===== src/rtl/rpn_calculator.sv =====
// Stack-based (RPN) calculator with a synchronised, edge-detected command strobe.
// It supports PUSH, ADD, SUB, OR, AND, EQ, POP and CLEAR, with carry/borrow and sticky error flags.
module rpn_calculator #(
  parameter int WIDTH = 8,
  parameter int DEPTH = 4
) (
  input  logic                           clk,
  input  logic                           rst_n,
  input  logic [WIDTH-1:0]               num_in,
  input  logic [2:0]                     op_in,
  input  logic                           enter,
  output logic [WIDTH-1:0]               result,
  output logic [$clog2(DEPTH+1)-1:0]     depth,
  output logic                           carry,
  output logic                           err_ovf,
  output logic                           err_unf
);

  localparam int DW = $clog2(DEPTH + 1);

  typedef enum logic [2:0] {
    OP_PUSH  = 3'd0,
    OP_ADD   = 3'd1,
    OP_SUB   = 3'd2,
    OP_OR    = 3'd3,
    OP_AND   = 3'd4,
    OP_EQ    = 3'd5,
    OP_POP   = 3'd6,
    OP_CLEAR = 3'd7
  } op_e;

  logic             r_s1, r_s2, r_s3;
  logic [WIDTH-1:0] r_stack [DEPTH];
  logic [DW-1:0]    r_depth;
  logic             r_carry, r_err_ovf, r_err_unf;

  logic             w_cmd_valid;
  op_e              w_op;
  logic [WIDTH-1:0] w_t, w_n, w_bin_res;
  logic [WIDTH:0]   w_sum, w_diff;
  logic [WIDTH-1:0] w_stack_nxt [DEPTH];
  logic [DW-1:0]    w_depth_nxt;
  logic             w_carry_nxt, w_err_ovf_nxt, w_err_unf_nxt;

  assign w_cmd_valid = r_s2 & ~r_s3;
  assign w_op        = op_e'(op_in);

  // T and N are selected by comparing each slot index with the current depth.
  // Out-of-range positions, which only occur when depth < 2, select nothing and read as 0.
  always_comb begin
    w_t = '0;
    w_n = '0;
    for (int i = 0; i < DEPTH; i++) begin
      if (DW'(i) == r_depth - DW'(1)) w_t = r_stack[i];
      if (DW'(i) == r_depth - DW'(2)) w_n = r_stack[i];
    end
  end

  assign w_sum  = {1'b0, w_n} + {1'b0, w_t};
  assign w_diff = {1'b0, w_n} - {1'b0, w_t};

  always_comb begin
    w_bin_res = '0;
    case (w_op)
      OP_ADD:  w_bin_res = w_sum[WIDTH-1:0];
      OP_SUB:  w_bin_res = w_diff[WIDTH-1:0];
      OP_OR:   w_bin_res = w_n | w_t;
      OP_AND:  w_bin_res = w_n & w_t;
      OP_EQ:   w_bin_res = (w_n == w_t) ? WIDTH'(1) : '0;
      default: w_bin_res = '0;
    endcase
  end

  // NOTE: every signal written here gets a default value first.
  // Without those defaults, a path that skips an assignment would infer a latch.
  always_comb begin
    w_stack_nxt   = r_stack;
    w_depth_nxt   = r_depth;
    w_carry_nxt   = r_carry;
    w_err_ovf_nxt = r_err_ovf;
    w_err_unf_nxt = r_err_unf;
    if (w_cmd_valid) begin
      case (w_op)
        OP_PUSH: begin
          if (r_depth < DW'(DEPTH)) begin
            for (int i = 0; i < DEPTH; i++)
              if (DW'(i) == r_depth) w_stack_nxt[i] = num_in;
            w_depth_nxt = r_depth + DW'(1);
          end else begin
            w_err_ovf_nxt = 1'b1;
          end
        end
        OP_ADD, OP_SUB, OP_OR, OP_AND, OP_EQ: begin
          if (r_depth >= DW'(2)) begin
            for (int i = 0; i < DEPTH; i++) begin
              if (DW'(i) == r_depth - DW'(2)) w_stack_nxt[i] = w_bin_res;
              if (DW'(i) == r_depth - DW'(1)) w_stack_nxt[i] = '0;
            end
            w_depth_nxt = r_depth - DW'(1);
            if (w_op == OP_ADD) w_carry_nxt = w_sum[WIDTH];
            if (w_op == OP_SUB) w_carry_nxt = w_diff[WIDTH];
          end else begin
            w_err_unf_nxt = 1'b1;
          end
        end
        OP_POP: begin
          if (r_depth >= DW'(1)) begin
            for (int i = 0; i < DEPTH; i++)
              if (DW'(i) == r_depth - DW'(1)) w_stack_nxt[i] = '0;
            w_depth_nxt = r_depth - DW'(1);
          end else begin
            w_err_unf_nxt = 1'b1;
          end
        end
        OP_CLEAR: begin
          for (int i = 0; i < DEPTH; i++) w_stack_nxt[i] = '0;
          w_depth_nxt   = '0;
          w_carry_nxt   = 1'b0;
          w_err_ovf_nxt = 1'b0;
          w_err_unf_nxt = 1'b0;
        end
        default: ;
      endcase
    end
  end

  // NOTE: the stack entries are reset along with the control state.
  // This keeps the vacated entries at 0, so the outputs are fully defined straight out of reset.
  // NOTE: sequential state uses non-blocking assignments only.
  always_ff @(posedge clk or negedge rst_n) begin
    if (!rst_n) begin
      r_s1      <= 1'b0;
      r_s2      <= 1'b0;
      r_s3      <= 1'b0;
      for (int i = 0; i < DEPTH; i++) r_stack[i] <= '0;
      r_depth   <= '0;
      r_carry   <= 1'b0;
      r_err_ovf <= 1'b0;
      r_err_unf <= 1'b0;
    end else begin
      r_s1      <= enter;
      r_s2      <= r_s1;
      r_s3      <= r_s2;
      r_stack   <= w_stack_nxt;
      r_depth   <= w_depth_nxt;
      r_carry   <= w_carry_nxt;
      r_err_ovf <= w_err_ovf_nxt;
      r_err_unf <= w_err_unf_nxt;
    end
  end

  assign result  = (r_depth != '0) ? w_t : '0;
  assign depth   = r_depth;
  assign carry   = r_carry;
  assign err_ovf = r_err_ovf;
  assign err_unf = r_err_unf;

endmodule

===== config.mk =====
export PLATFORM = sky130hd
export DESIGN_NAME = rpn_calculator
export DESIGN_NICKNAME = d
export VERILOG_FILES = /design/src/rtl/rpn_calculator.sv
export SDC_FILE = /design/constraint.sdc
export NUM_CORES = 1
export LEC_CHECK = 0
export BUFFER_PORTS_ARGS = -buffer_cell sky130_fd_sc_hd__buf_4
export CORE_UTILIZATION = 35
export CTS_BUF_LIST = sky130_fd_sc_hd__clkbuf_16
export DETAILED_ROUTE_END_ITERATION = 12
export PLACE_DENSITY = 0.58
export SYNTH_ARGS = -nofsm -noshare
export SYNTH_HDL_FRONTEND = slang
export SYNTH_SLANG_ARGS = --single-unit

===== constraint.sdc =====
create_clock -name clk -period 3.6 [get_ports clk]
set_input_delay 0.72 -clock clk [delete_from_list [all_inputs] [get_ports clk]]
set_output_delay 0.72 -clock clk [all_outputs]
set_load 0.02 [all_outputs]

==> flow_summary.yaml <==
timing:
  hold_viol_final: 0
  hold_slack_ps: 360
  min_period_ps: 3460
  tightest_slew_ps: 882
  rsz0062_at_grt: "yes"
  min_period_over_period_pct: 96.2
  setup_viol: 0
  fmax_mhz: 289
  slew_viol_final: 0
  slew_headroom_pct: 41.2
  setup_tns_ps: 0
  skew_ps: 6.65
min_path:
  hold_class: "reg2reg"
final_layout:
  final_common_cell: "buf_4"
  most-common-layout-cells: "buf_4, nor2_1, nand2_1, dfrtp_1, a21oi_1"
  diodes: 0
  regArea_um2: 1030
  fin_area_um2: 5170
  drive_gt1_share_pct: 26.1
  multi_input_area_um2: 3080
  final_cells: 714
  layout.nets: 626
  n_fill_cell: 1133
  area_growth_pct: 25.1
placement:
  place_inst: 706
  placedInstanceArea_um2: 4750
  hpwl_mm: 10.5
  port_buffers: 27
  place_congestion: 0.960
clocking:
  cts_root_buf: "clkbuf_16"
  cts_buffers: 5
  cts_max_level: 2
  insertion_delay_ps: 290
  cts_hold_repair.buffers: 0
  clockBufferDepth: 2
  cts.sinks: 41
  clk_pin_slew_worst_paths_ps: 70
  cts_tree: "yes"
synthesis:
  synth_seq_area_share_pct: 24.8
  syn_nets: 569
  yosysTopAreaCellShare_pct: 24.8
  yosys_warnings: 0
  yosysUniqueCellTypes: 58
  netlist_area_um2: 4140
  ys_async_sr_fraction_pct: 100
  synth_enable_flop_cells: 0
  netlist_top_cells_area: "dfrtp_1, ha_1, a21oi_1"
  syn_avg_cell_area_um2: 8.06
  syn_inst: 513
  synth_top_area_cell: "dfrtp_1"
  ys_ff_latch: 41
  yosys_most_used_dff: "dfrtp_1"
grt:
  antenna_found_initial: 0
  grt_first_pass_wirelength_mm: 22.1
  grt_use_total_pct: 22.5
  grt_overflow: 0
  grt_pass1_vias: 4204
  grt_max_degree: 42
drt:
  drt-wirelength-per-cell_um: 19.3
  drtPass1Iterations: 5
  wl_mm: 13.8
  viasPerCell: 5.83
  drt_iter0_drc: 308
  ant_nets: 0
  vias: 4164
  drc: 0
status:
  status: "finished, final reports clean"
setup_path:
  end_kind: "flip-flop"
  critPathRequiredTime_ps: 3780
  cp_top_family: "compound AO/OA/AOI/OAI gates"
  cp_max_fo: 7
  path_cells: "inv_1 -> ha_1 -> nor2b_2 -> buf_4 -> a22oi_1 -> nor2_1 -> a21oi_1 -> nor2_1 -> o21a_1 -> ha_4 -> nor2b_1 -> nor4_1 -> buf_4 -> a21oi_2 -> a221oi_2 -> buf_4 -> o311ai_2 -> o21a_1"
  start_kind: "flip-flop"
  crit_top_cell: "buf_4"
  arrival_ps: 3650
  slowest_stage: "dfrtp_2"
  path_class: "reg2reg"
  critPathBufInv: 4
  critical_path.max_stage_delay_ps: 410
floorplan:
  start_util_pct: 36.1
  die_height_um: 111
  die-area_um2: 12300
  coreArea_um2: 11500
  rows: 39
  fp.dieW_um: 111
  ios: 28
job:
  maxCapViolations: 0
[path summary, 6_finish.rpt]
path	start	slack (ps)	depth (start not counted)	endpoint
min reg2reg	r_s1	360	0	r_s2
min in group asynchronous	rst_n	420	1	depth[0]
max	depth[0]	140	18	r_stack[31]
max reg2reg	depth[0]	140	18	r_stack[31]
max in group asynchronous	rst_n	2780	1	depth[1]
min	r_s1	360	0	r_s2
[sequential cells by signal, summed over array words and instances, names as in the netlist]
register,cells
err_unf,1
r_s2,1
err_ovf,1
r_s3,1
depth,3
r_s1,1
r_stack,32
carry,1
[layer usage]
metal  GRT usage (%)  vias up  wire [um]
met5               0        -          0
met4            6.58        0        262
met3            2.35       21        732
met2            36.4      149       6490
met1            31.7     1997       6280
li1                -     1997          -
[cell type report]
cell class              count  share of cell area, %
multi-input cells         422                   59.6
clock buffers               5                   2.42
flip-flops and latches     41                   19.9
repair buffers             84                   12.2
well taps                 143                   3.46
inverters                  16                   1.16
clock inverters             3                   1.33
[kinds of logic after synthesis]
kind of cell               count (synthesis)  share of synthesized area, %
AOI/OAI and AO/OA                        186                          32.0
and+or+nand+nor                          185                          21.4
buffers and inverters                     50                          6.26
adders and majority gates                 42                          13.1
DFF                                       41                          24.8
muxes                                      9                          2.48
[Yosys cell counts, types with 3 or more instances]
| library cell | number |
|---|---|
| a211oi_1 | 3 |
| a21oi_1 | 48 |
| a221o_1 | 5 |
| a221oi_1 | 8 |
| a22oi_1 | 15 |
| a31oi_1 | 8 |
| and2_1 | 15 |
| and3_1 | 3 |
| buf_1 | 5 |
| buf_2 | 9 |
| buf_6 | 8 |
| clkbuf_1 | 12 |
| dfrtp_1 | 41 |
| ha_1 | 40 |
| inv_1 | 16 |
| mux2i_1 | 5 |
| nand2_1 | 53 |
| nand2b_1 | 3 |
| nand3_1 | 7 |
| nand3b_1 | 3 |
| nor2_1 | 62 |
| nor2b_1 | 17 |
| nor3_1 | 9 |
| nor3b_2 | 3 |
| nor4_1 | 3 |
| o211ai_1 | 14 |
| o21a_1 | 17 |
| o21ai_0 | 23 |
| o221ai_1 | 5 |
| o311ai_1 | 4 |
| o31ai_1 | 14 |
[repair_timing]
item / in CTS / in global routing
pin swaps: 1 / 8
endpoints found under the setup margin: 12 / 25
buffers inserted: 0 / 0
gates resized for setup: 6 / 39
[metrics by stage]
step / setup WS [ps] / utilization, %
after CTS: 4.01 / 43.3
after global placement: -43.7 / 41.4
after detailed placement: -107 / 41.4
final: 138 / 45.1
after global routing: -26.0 / 45.1
after floorplan: 0.214 / -
Power is not shown: default switching activity piles up to over one toggle a cycle in this logic, so the estimate is an artifact.
